$ cat src/rtl/adder_seq_ctrl_pkg.sv
// Shared constants for the nibble-serial add/subtract sequencer.
package adder_seq_ctrl_pkg;

    localparam int unsigned SLICE_W = 4;

    localparam logic [1:0] ST_IDLE = 2'd0;
    localparam logic [1:0] ST_RUN  = 2'd1;
    localparam logic [1:0] ST_DONE = 2'd2;

    // Operand width must split evenly into slice-sized nibbles.
    function automatic bit width_ok(input int unsigned w);
        return (w % SLICE_W) == 0 && w != 0;
    endfunction

endpackage

$ cat src/rtl/adder_seq_ctrl_if.sv
// Operand request / result handshake bundle for adder_seq_ctrl.
interface adder_seq_ctrl_if #(
    parameter int unsigned WIDTH = 16
);
    logic             in_valid;
    logic             in_ready;
    logic [WIDTH-1:0] in_a;
    logic [WIDTH-1:0] in_b;
    logic             in_cin;
    logic             in_sub;
    logic             out_valid;
    logic             out_ready;
    logic [WIDTH-1:0] out_sum;
    logic             out_cout;
    logic             out_ovf;
    logic             busy;

    modport slave (
        input  in_valid, in_a, in_b, in_cin, in_sub, out_ready,
        output in_ready, out_valid, out_sum, out_cout, out_ovf, busy
    );

    modport master (
        output in_valid, in_a, in_b, in_cin, in_sub, out_ready,
        input  in_ready, out_valid, out_sum, out_cout, out_ovf, busy
    );
endinterface

$ cat src/rtl/adder_seq_ctrl_slice.sv
// 4-bit ripple-carry adder slice, purely combinational.
module adder_seq_ctrl_slice
    import adder_seq_ctrl_pkg::*;
(
    output logic               cout,
    output logic [SLICE_W-1:0] sum,
    input  logic [SLICE_W-1:0] a,
    input  logic [SLICE_W-1:0] b,
    input  logic               cin
);
    localparam int unsigned SW1 = SLICE_W + 1;

    // Widened add so the carry-out lands in the top bit.
    assign {cout, sum} = SW1'(a) + SW1'(b) + SW1'(cin);
endmodule

$ cat src/rtl/adder_seq_ctrl.sv
// Time-multiplexed WIDTH-bit add/subtract using one 4-bit slice, LS nibble first.
module adder_seq_ctrl
    import adder_seq_ctrl_pkg::*;
#(
    parameter int unsigned WIDTH = 16
) (
    input  logic               clk,
    input  logic               rst_n,
    adder_seq_ctrl_if.slave    bus
);
    localparam int unsigned NSLICE = WIDTH / SLICE_W;
    localparam int unsigned CNT_W  = (NSLICE > 1) ? $clog2(NSLICE) : 1;
    localparam int unsigned EXT_W  = WIDTH + SLICE_W;
    localparam logic [CNT_W-1:0] CNT_LAST = CNT_W'(NSLICE - 1);

    if (!width_ok(WIDTH)) begin : g_bad_width
        $error("adder_seq_ctrl: WIDTH must be a non-zero multiple of 4");
    end

    logic [1:0]         r_state;
    logic [1:0]         w_state_nxt;
    logic [CNT_W-1:0]   r_cnt;
    logic               r_carry;
    logic [WIDTH-1:0]   r_a;
    logic [WIDTH-1:0]   r_b;
    logic [WIDTH-1:0]   r_sum;
    logic               r_a_msb;
    logic               r_b_msb;
    logic               r_ovf;
    logic               r_in_ready;
    logic               r_out_valid;
    logic               r_busy;
    logic               w_accept;
    logic               w_run;
    logic               w_last;
    logic [SLICE_W-1:0] w_slice_sum;
    logic               w_slice_cout;

    adder_seq_ctrl_slice u_slice (
        .cout (w_slice_cout),
        .sum  (w_slice_sum),
        .a    (r_a[SLICE_W-1:0]),
        .b    (r_b[SLICE_W-1:0]),
        .cin  (r_carry)
    );

    // State register.
    always_ff @(posedge clk or negedge rst_n) begin
        if (!rst_n) r_state <= ST_IDLE;
        else        r_state <= w_state_nxt;
    end

    // Next-state decode plus accept/run strobes.
    always_comb begin
        w_state_nxt = r_state;
        w_accept    = 1'b0;
        w_run       = 1'b0;
        w_last      = 1'b0;
        case (r_state)
            ST_IDLE: begin
                if (bus.in_valid) begin
                    w_accept    = 1'b1;
                    w_state_nxt = ST_RUN;
                end
            end
            ST_RUN: begin
                w_run = 1'b1;
                if (r_cnt == CNT_LAST) begin
                    w_last      = 1'b1;
                    w_state_nxt = ST_DONE;
                end
            end
            ST_DONE: begin
                if (bus.out_ready) w_state_nxt = ST_IDLE;
            end
            default: w_state_nxt = ST_IDLE;
        endcase
    end

    // Operand latch, nibble shifting, carry chain and overflow capture.
    always_ff @(posedge clk or negedge rst_n) begin
        if (!rst_n) begin
            r_cnt   <= '0;
            r_carry <= 1'b0;
            r_a     <= '0;
            r_b     <= '0;
            r_sum   <= '0;
            r_a_msb <= 1'b0;
            r_b_msb <= 1'b0;
            r_ovf   <= 1'b0;
        end else if (w_accept) begin
            r_a     <= bus.in_a;
            r_b     <= bus.in_sub ? ~bus.in_b : bus.in_b;
            r_a_msb <= bus.in_a[WIDTH-1];
            r_b_msb <= bus.in_sub ? ~bus.in_b[WIDTH-1] : bus.in_b[WIDTH-1];
            r_carry <= bus.in_sub ? 1'b1 : bus.in_cin;
            r_cnt   <= '0;
        end else if (w_run) begin
            r_sum   <= WIDTH'({w_slice_sum, r_sum} >> SLICE_W);
            r_a     <= r_a >> SLICE_W;
            r_b     <= r_b >> SLICE_W;
            r_carry <= w_slice_cout;
            r_cnt   <= r_cnt + CNT_W'(1);
            // Carry into the MSB is a^b^sum there; xor with carry-out gives overflow.
            if (w_last) r_ovf <= r_a_msb ^ r_b_msb ^ w_slice_sum[SLICE_W-1] ^ w_slice_cout;
        end
    end

    // Registered handshake/status flags track the upcoming state.
    always_ff @(posedge clk or negedge rst_n) begin
        if (!rst_n) begin
            r_in_ready  <= 1'b1;
            r_out_valid <= 1'b0;
            r_busy      <= 1'b0;
        end else begin
            r_in_ready  <= (w_state_nxt == ST_IDLE);
            r_out_valid <= (w_state_nxt == ST_DONE);
            r_busy      <= (w_state_nxt != ST_IDLE);
        end
    end

    assign bus.in_ready  = r_in_ready;
    assign bus.out_valid = r_out_valid;
    assign bus.out_sum   = r_sum;
    assign bus.out_cout  = r_carry;
    assign bus.out_ovf   = r_ovf;
    assign bus.busy      = r_busy;
endmodule

$ cat src/flat_wrapper.sv
// flat-port wrapper written by rule: the top's interface ports become plain ports
module adder_seq_ctrl_flat import adder_seq_ctrl_pkg::*;
#(
    parameter int unsigned WIDTH = 16
)
  (clk, rst_n, bus_in_valid, bus_in_a, bus_in_b, bus_in_cin, bus_in_sub, bus_out_ready, bus_in_ready, bus_out_valid, bus_out_sum, bus_out_cout, bus_out_ovf, bus_busy);
  adder_seq_ctrl_if #(.WIDTH(WIDTH)) bus_i ();
  input  logic clk;
  input  logic rst_n;
  input wire logic [$bits(bus_i.in_valid)-1:0] bus_in_valid;
  input wire logic [$bits(bus_i.in_a)-1:0] bus_in_a;
  input wire logic [$bits(bus_i.in_b)-1:0] bus_in_b;
  input wire logic [$bits(bus_i.in_cin)-1:0] bus_in_cin;
  input wire logic [$bits(bus_i.in_sub)-1:0] bus_in_sub;
  input wire logic [$bits(bus_i.out_ready)-1:0] bus_out_ready;
  output wire logic [$bits(bus_i.in_ready)-1:0] bus_in_ready;
  output wire logic [$bits(bus_i.out_valid)-1:0] bus_out_valid;
  output wire logic [$bits(bus_i.out_sum)-1:0] bus_out_sum;
  output wire logic [$bits(bus_i.out_cout)-1:0] bus_out_cout;
  output wire logic [$bits(bus_i.out_ovf)-1:0] bus_out_ovf;
  output wire logic [$bits(bus_i.busy)-1:0] bus_busy;
  assign bus_i.in_valid = bus_in_valid;
  assign bus_i.in_a = bus_in_a;
  assign bus_i.in_b = bus_in_b;
  assign bus_i.in_cin = bus_in_cin;
  assign bus_i.in_sub = bus_in_sub;
  assign bus_i.out_ready = bus_out_ready;
  assign bus_in_ready = bus_i.in_ready;
  assign bus_out_valid = bus_i.out_valid;
  assign bus_out_sum = bus_i.out_sum;
  assign bus_out_cout = bus_i.out_cout;
  assign bus_out_ovf = bus_i.out_ovf;
  assign bus_busy = bus_i.busy;
  adder_seq_ctrl #(.WIDTH(WIDTH)) u_core (.clk(clk), .rst_n(rst_n), .bus(bus_i));
endmodule
$ cat config.mk
export PLATFORM = sky130hd
export DESIGN_NAME = adder_seq_ctrl_flat
export DESIGN_NICKNAME = d
export VERILOG_FILES = /design/src/rtl/adder_seq_ctrl_pkg.sv /design/src/rtl/adder_seq_ctrl_if.sv /design/src/rtl/adder_seq_ctrl_slice.sv /design/src/rtl/adder_seq_ctrl.sv /design/src/flat_wrapper.sv
export SDC_FILE = /design/constraint.sdc
export NUM_CORES = 1
export LEC_CHECK = 0
export BUFFER_PORTS_ARGS = -buffer_cell sky130_fd_sc_hd__buf_2
export CORE_ASPECT_RATIO = 2
export CORE_MARGIN = 2
export CORE_UTILIZATION = 55
export CTS_BUF_LIST = sky130_fd_sc_hd__clkbuf_4 sky130_fd_sc_hd__clkbuf_8
export DETAILED_ROUTE_END_ITERATION = 8
export PLACE_DENSITY = 0.8
export SLEW_MARGIN = 0
export SYNTH_ARGS = -nofsm -noshare
export SYNTH_HDL_FRONTEND = slang
export SYNTH_SLANG_ARGS = --single-unit
export TNS_END_PERCENT = 5
$ cat constraint.sdc
create_clock -name clk -period 2.6 [get_ports clk]
set_input_delay 0.26 -clock clk [delete_from_list [all_inputs] [get_ports clk]]
set_output_delay 0.26 -clock clk [all_outputs]
set_load 0.1 [all_outputs]
==> results of run 1 <==
==> logic make-up (layout without fill, tap and decap cells) <==
kind of cell    count (synthesis)  in the layout  share of synthesized area (%)
simple gates                   92             92                          14.98
mux                             3              3                          1.139
xor+xnor                       21             21                          6.456
fa+ha+maj                       6              6                          3.038
buf+inv                        29             92                          4.431
compound gates                100            100                          20.13
flops                          59             59                          49.83
==> metal layers <==
metal  vias up  global-route usage [%]  share of wire, %
li1       1172                       -                 -
met1      1181                   26.30                38
met2        56                   42.94                55
met3        14                   5.168               3.8
met4         0                   13.27               3.4
met5         -                       0                 0
==> Yosys cell counts (all sizes together) <==
library cell / count
dfrtp: 58
nand2: 51
o21ai: 37
a21oi: 32
nor2b: 32
a22oi: 24
xor2: 17
buf: 14
clkbuf: 8
inv: 7
nand2b: 5
ha: 4
xnor2: 4
mux2: 3
nor2: 3
a2bb2oi: 2
fa: 2
o22ai: 2
a221o: 1
a22o: 1
dfstp: 1
nor3b: 1
o21bai: 1
==> through the flow <==
stage	power (mW)	util (%)	instance area, µm²
after detailed placement	4.272	63.83	3309
final	4.961	67.25	3487
after CTS	5.000	67.25	3487
after global routing	5.273	67.25	3487
after floorplan	3.722	-	2967
after global placement	4.188	63.83	3309
==> registers in the layout (all words and copies together) (netlist names) <==
register              flops
u_core.r_a               16
u_core.bus.in_ready       1
u_core.bus.out_valid      1
u_core.r_state            2
u_core.r_cnt              2
u_core.r_b               16
u_core.bus.out_ovf        1
u_core.r_a_msb            1
u_core.bus.out_cout       1
u_core.r_b_msb            1
u_core.bus.busy           1
u_core.bus.out_sum       16
==> how the worst min path moves through the flow <==
stage                       startpoint               endpoint  slack, ns  cells past startpoint
after CTS                 bus_in_a[15]         u_core.r_a_msb       0.16                      2
after floorplan                  rst_n        u_core.bus.busy      -0.04                      0
after detailed placement         rst_n  u_core.bus.out_sum[4]       0.23                      1
final                     bus_in_a[15]         u_core.r_a_msb       0.18                      2
after global placement           rst_n  u_core.bus.out_sum[4]       0.23                      1
after global routing      bus_in_a[15]         u_core.r_a_msb       0.18                      2
==> power groups by stage <==
stage | Sequential (mW) | Clock (mW) | Combinational [mW]
final | 1.59 | 0.711 | 2.66
after global routing | 1.64 | 0.772 | 2.87
after CTS | 1.59 | 0.729 | 2.69
after detailed placement | 1.60 | 0 | 2.67
after global placement | 1.58 | 0 | 2.61
after floorplan | 2.51 | 0 | 1.21
==> what timing repair did <==
item	CTS	global route
setup buffers	0	0
endpoints found under the hold margin	17	0
hold buffers	1	0
==> layout make-up <==
type	count	share of cell area, %
repair buffers	70	10.98
clock buffers	12	4.377
clock inverters	3	0.4306
well taps	58	2.081
multi-input cells	222	38.97
inverters	7	0.7535
flip-flops and latches	59	42.41
==> worst max-delay path: stages (launching register included) <==
cell and delay [ns]:
sky130_fd_sc_hd__dfrtp_2 0.38, sky130_fd_sc_hd__inv_1 0.06, sky130_fd_sc_hd__fa_1 0.47, sky130_fd_sc_hd__fa_1 0.41
sky130_fd_sc_hd__nand2b_1 0.17, sky130_fd_sc_hd__a21oi_2 0.17, sky130_fd_sc_hd__xnor2_1 0.16, sky130_fd_sc_hd__xnor2_1 0.09
sky130_fd_sc_hd__mux2_2 0.26
==> results.sh, run 1 <==
export IMPL_run_status="finished, final reports clean"
export IMPL_ys_seq_area_share_pct=49.83
export IMPL_postSynthNetCount=354
export IMPL_worstRegToRegCells=8
export IMPL_area_growth_pct=17.59
export IMPL_fin_crit_sh_pct=88.20
export IMPL_synthDistinctLibCells=29
export IMPL_part_of_the_total_power_dissipated_in_the_clock_network_pct=14.3
export IMPL_setup_worst_path_end_class="flop"
export IMPL_layout_cells_most_common="sky130_fd_sc_hd__buf_2"
export IMPL_post_route_drc_count=0
export IMPL_layout_setup_ws_ns=0.3067
export IMPL_power_internal_mw=2.420
export IMPL_syn_instance_count=310
export IMPL_rsz0062_at_grt="false"
export IMPL_area_used_by_multi_input_combinational_logic_um2=1359
export IMPL_drv_max_cap_violation_count=0
export IMPL_synth_area_per_cell_um2=9.566
export IMPL_seq_area_um2=1479
export IMPL_wl_per_cell_um=15.19
export IMPL_ir_worst_vdd_mv=1.069
export IMPL_tritoncts_clock_tree="yes"
export IMPL_io_pin_count=59
export IMPL_grt_usage_pct=24.16
export IMPL_cts_clk_slew_worst_paths_ns=0.06
export IMPL_cellLeakagePower_nw=1.665
export IMPL_synth_area_um2=2965
export IMPL_crit_end="u_core.bus.out_ovf"
export IMPL_die_height_um=107.8
export IMPL_num_fill_cells=461
export IMPL_design_die_area_um2=6030
export IMPL_rows=37
export IMPL_worstPathMaxFanout=4
export IMPL_crit_reg2reg_capture="u_core.bus.out_ovf"
export IMPL_detail_route_vias_per_cell=5.622
export IMPL_gp_routability_congestion=0.9496
export IMPL_n_antenna_cell=0
export IMPL_finalClockSkew_ns=0.006042
export IMPL_cts_resized=0
export IMPL_timing_slew_headroom_pct=52.42
export IMPL_commonest_cells_after_routing_fill_and_taps_aside="sky130_fd_sc_hd__buf_2 (58), sky130_fd_sc_hd__dfrtp_1 (57), sky130_fd_sc_hd__nand2_1 (51), sky130_fd_sc_hd__o21ai_1 (36)"
export IMPL_crit_reg2reg_launch="u_core.bus.out_cout"
export IMPL_worst_slew_pin_transition_ns=0.7138
export IMPL_startpoint_type="flop"
export IMPL_p_comb_share_pct=53.7
export IMPL_h_tree_depth=3
export IMPL_post_place_ws_ns=0.2986
export IMPL_post_synth_main_area_contributors="sky130_fd_sc_hd__dfrtp_1 (49%), sky130_fd_sc_hd__nor2b_1 (6.5%), sky130_fd_sc_hd__nand2_1 (6.5%)"
export IMPL_drv_slew=0
export IMPL_synth_seq_cells=59
export IMPL_switchingPower_mw=2.541
export IMPL_max_freq_mhz=436.1
export IMPL_placeableCoreArea_um2=5185
export IMPL_cts_path_max_buffers=2
export IMPL_hpwl_um=4630
export IMPL_vias=2423
export IMPL_grt_overflow=0
export IMPL_stdcell_count=431
export IMPL_synth_top_cell_area_share_pct=48.95
export IMPL_io_buffer_count=58
export IMPL_grt_start_max_net_pins=34
export IMPL_final_period_minus_worst_setup_slack_ns=2.293
export IMPL_netSwitchingFraction_pct=51.22
export IMPL_initial_utilization_pct=57.19
export IMPL_cts_buffers_inserted=9
export IMPL_initialDrtViolationCount=69
export IMPL_power_frac_seq_pct=32.0
export IMPL_setup_total_negative_slack_ns=0
export IMPL_layout_drive_gt1_share_pct=25.20
export IMPL_die_x_um=55.92
export IMPL_grt_pass1_vias=2502
export IMPL_grt_antenna_before_repair=0
export IMPL_worst_endpoint_arrival_ns=2.51
export IMPL_finish_net_count=413
export IMPL_report_final_setup_viol=0
export IMPL_final_antenna_net_count=0
export IMPL_clock_sink_count=59
export IMPL_worstHoldPathType="input port to flop"
export IMPL_synth_largest_area_cell="sky130_fd_sc_hd__dfrtp_1"
export IMPL_drt_pass1_iterations=4
export IMPL_place_inst=415
export IMPL_cts_root_buffer_cell="sky130_fd_sc_hd__clkbuf_8"
export IMPL_crit_start="u_core.bus.out_cout"
export IMPL_synth_warning_count=0
export IMPL_clk_latency_ns=0.34
export IMPL_wirelength_um=6549
export IMPL_hold_slack_ns=0.1795
export IMPL_crit_type="flop to flop"
export IMPL_worst_r2r_setup_slack_ns=0.31
export IMPL_timing_hold_violations_final=0
export IMPL_worst_ep_required_time_ns=2.82
export IMPL_power_density_cell_area_nw_per_um2=1423
export IMPL_grt_first_pass_wirelength_um=11180
Power figures use the tool's default switching activity.
==> inputs of run 2 (changes only) <==
- ABC_AREA: default -> 1
- SLEW_MARGIN: 0 -> 40
==> run 2 against run 1 <==
Cell area is 7.5% lower. Via count fell by 10%. Clock-buffer cell count rose by 1. Synthesized cell count fell by 5.8%. Final cell count is 4.6% lower. Global-route usage fell by 0.34 points. Worst setup slack better by 0.28 ns. Register-to-register slack gained 0.28 ns. Utilization decreased by 0.97 points. Critical path type unchanged.
==> results.sh, run 2 <==
export IMPL_hpwl_um=4044
export IMPL_worst_hold_path_num_cells=2
export IMPL_fin_crit_sh_pct=77.26
export IMPL_post_route_drc_count=0
export IMPL_n_antenna_cell=0
export IMPL_placeableCoreArea_um2=4865
export IMPL_grt_start_max_net_pins=43
export IMPL_dr_wl_met2_um=3186
export IMPL_run_status="finished, final reports clean"
export IMPL_worstRegToRegCells=12
export IMPL_synth_area_per_cell_um2=9.513
export IMPL_yosysMostFrequentCell="sky130_fd_sc_hd__nand2_1"
export IMPL_synth_top_cells_by_count="sky130_fd_sc_hd__nand2_1 (77), sky130_fd_sc_hd__dfrtp_1 (58), sky130_fd_sc_hd__inv_1 (41)"
export IMPL_postSynth_topFlopCell="sky130_fd_sc_hd__dfrtp_1"
export IMPL_max_freq_mhz=497.8
export IMPL_gp_routability_congestion=0.8438
export IMPL_worstPathMaxFanout=3
export IMPL_cts_buffers_inserted=9
export IMPL_synth_async_reset_ratio_pct=100.0
export IMPL_die_height_um=104.5
export IMPL_vias=2181
export IMPL_worstHoldPathType="input port to flop"
export IMPL_setup_worst_path_end_class="flop"
export IMPL_drv_max_cap_violation_count=0
export IMPL_crit_type="flop to flop"
export IMPL_synth_area_um2=2778
export IMPL_synth_top_cell_area_share_pct=52.25
export IMPL_wl_met3_um=201
export IMPL_report_final_setup_viol=0
export IMPL_timing_slew_headroom_pct=65.63
export IMPL_postSynthNetCount=336
export IMPL_clock_sink_count=59
export IMPL_setup_total_negative_slack_ns=0
export IMPL_hold_slack_ns=0.1269
export IMPL_drt_pass1_iterations=4
export IMPL_commonest_cells_after_routing_fill_and_taps_aside="sky130_fd_sc_hd__nand2_1 (77), sky130_fd_sc_hd__buf_2 (58), sky130_fd_sc_hd__dfrtp_1 (58), sky130_fd_sc_hd__inv_1 (41)"
export IMPL_finish_net_count=396
export IMPL_grt_usage_pct=23.82
export IMPL_layout_cells_most_common="sky130_fd_sc_hd__nand2_1"
export IMPL_worst_ep_required_time_ns=2.87
export IMPL_layout_drive_gt1_share_pct=25.42
export IMPL_final_antenna_net_count=0
export IMPL_synth_warning_count=0
export IMPL_placed_area_um2=3054
export IMPL_cts_root_buffer_cell="sky130_fd_sc_hd__clkbuf_8"
export IMPL_synth_edf_count=0
export IMPL_cts_path_max_buffers=2
export IMPL_timing_hold_violations_final=0
export IMPL_synthDistinctLibCells=28
export IMPL_rows=36
export IMPL_wirelength_um=5728
export IMPL_grt_first_pass_wirelength_um=9735
export IMPL_initialDrtViolationCount=42
export IMPL_drv_slew=0
export IMPL_cts_clk_slew_worst_paths_ns=0.06
export IMPL_synth_largest_area_cell="sky130_fd_sc_hd__dfrtp_1"
export IMPL_design_die_area_um2=5669
export IMPL_grt_antenna_before_repair=0
export IMPL_grt_pass1_vias=2233
export IMPL_startpoint_type="flop"
export IMPL_rsz0062_at_grt="false"
export IMPL_wl_per_cell_um=13.94
export IMPL_finalClockSkew_ns=0.003950
export IMPL_die_x_um=54.25
export IMPL_io_buffer_count=58
export IMPL_post_synth_main_area_contributors="sky130_fd_sc_hd__dfrtp_1 (52%), sky130_fd_sc_hd__nand2_1 (10%), sky130_fd_sc_hd__inv_1 (5.5%)"
export IMPL_h_tree_depth=3
export IMPL_detail_route_vias_per_cell=5.307
export IMPL_area_growth_pct=16.08
export IMPL_worst_slew_pin_transition_ns=0.5155
export IMPL_grt_overflow=0
export IMPL_clk_latency_ns=0.33
export IMPL_stdcell_area_um2=3224
export IMPL_syn_instance_count=292
export IMPL_final_period_minus_worst_setup_slack_ns=2.009
export IMPL_highest_layer="met4"
export IMPL_worst_endpoint_arrival_ns=2.28
export IMPL_synth_seq_cells=59
export IMPL_route_layer_met1_wl_um=2154
export IMPL_ys_seq_area_share_pct=53.20
export IMPL_initial_utilization_pct=57.10
export IMPL_tritoncts_clock_tree="yes"
export IMPL_io_pin_count=59
==> run 2: cell types whose count changed in the layout (fill, tap and decap cells not counted), sizes merged, moves of 6 or more <==
| cell | change |
|---|---|
| nor2b | -32 |
| inv | +38 |
| o221ai | +16 |
| a22oi | -20 |
| xor2 | -8 |
| a21oi | -28 |
| o21ai | -10 |
| nand3 | +6 |
| buf | -7 |
| nand2 | +29 |
==> run 2: final cells by class <==
type | count | area [µm²]
clock buffer | 13 | 160.2
multi-input combinational | 174 | 1016
sequential | 59 | 1478
inverter | 45 | 168.9
timing repair buffer | 63 | 330.3
tap | 57 | 71.32
fill | 426 | 1640
==> run 2: logic make-up after synthesis <==
group | count (synthesis) | synth area share [%]
compound gates | 62 | 16.04
buf+inv | 59 | 10.23
simple gates | 93 | 13.20
fa+ha+maj | 6 | 3.243
flops | 59 | 53.20
xor+xnor | 13 | 4.099
==> run 2: metrics by stage <==
step,worst slack (ns),std cells,utilization (%)
final,0.5912,411,66.28
after CTS,0.6001,411,66.28
after floorplan,0.05950,292,-
after global placement,0.7445,397,62.78
after detailed placement,0.6331,397,62.78
after global routing,0.3772,411,66.28
==> run 2: layer usage <==
metal  GRT usage [%]  vias to the layer above
met5               0                        -
met4           16.25                        0
met3           3.448                       14
met2           39.59                       59
met1           25.99                     1043
li1                -                     1065
==> run 2: timing repair <==
action,CTS,global route
endpoints found under the hold margin,17,0
hold buffers,1,0
buffers inserted,0,0
resized for setup,0,0
endpoints found under the setup margin,0,0
==> run 2: critical path, stage by stage, from the launching register on <==
cell and delay [ns]:
sky130_fd_sc_hd__dfrtp_1 0.35, sky130_fd_sc_hd__inv_1 0.08, sky130_fd_sc_hd__fa_1 0.47, sky130_fd_sc_hd__fa_1 0.38, sky130_fd_sc_hd__inv_1 0.10, sky130_fd_sc_hd__nand3_1 0.11, sky130_fd_sc_hd__nand2_1 0.13, sky130_fd_sc_hd__nand2_1 0.07
sky130_fd_sc_hd__nand2_1 0.07, sky130_fd_sc_hd__nand2_1 0.05, sky130_fd_sc_hd__nand2_1 0.06, sky130_fd_sc_hd__nand2_1 0.04, sky130_fd_sc_hd__nand2_1 0.05
==> run 2: path summary, 6_finish.rpt <==
check | end | slack [ns] | from
max | u_core.bus.out_ovf | 0.59 | u_core.bus.out_cout
min | u_core.bus.out_valid | 0.13 | bus_out_ready
max reg2reg | u_core.bus.out_ovf | 0.59 | u_core.bus.out_cout
min reg2reg | u_core.bus.out_sum[3] | 0.48 | u_core.bus.out_sum[3]
max in group asynchronous | u_core.bus.in_ready | 1.35 | rst_n
min in group asynchronous | u_core.r_a[8] | 0.38 | rst_n
Power of run 2 is not shown: default switching activity piles up to over one toggle a cycle in this logic, so the estimate is an artifact.
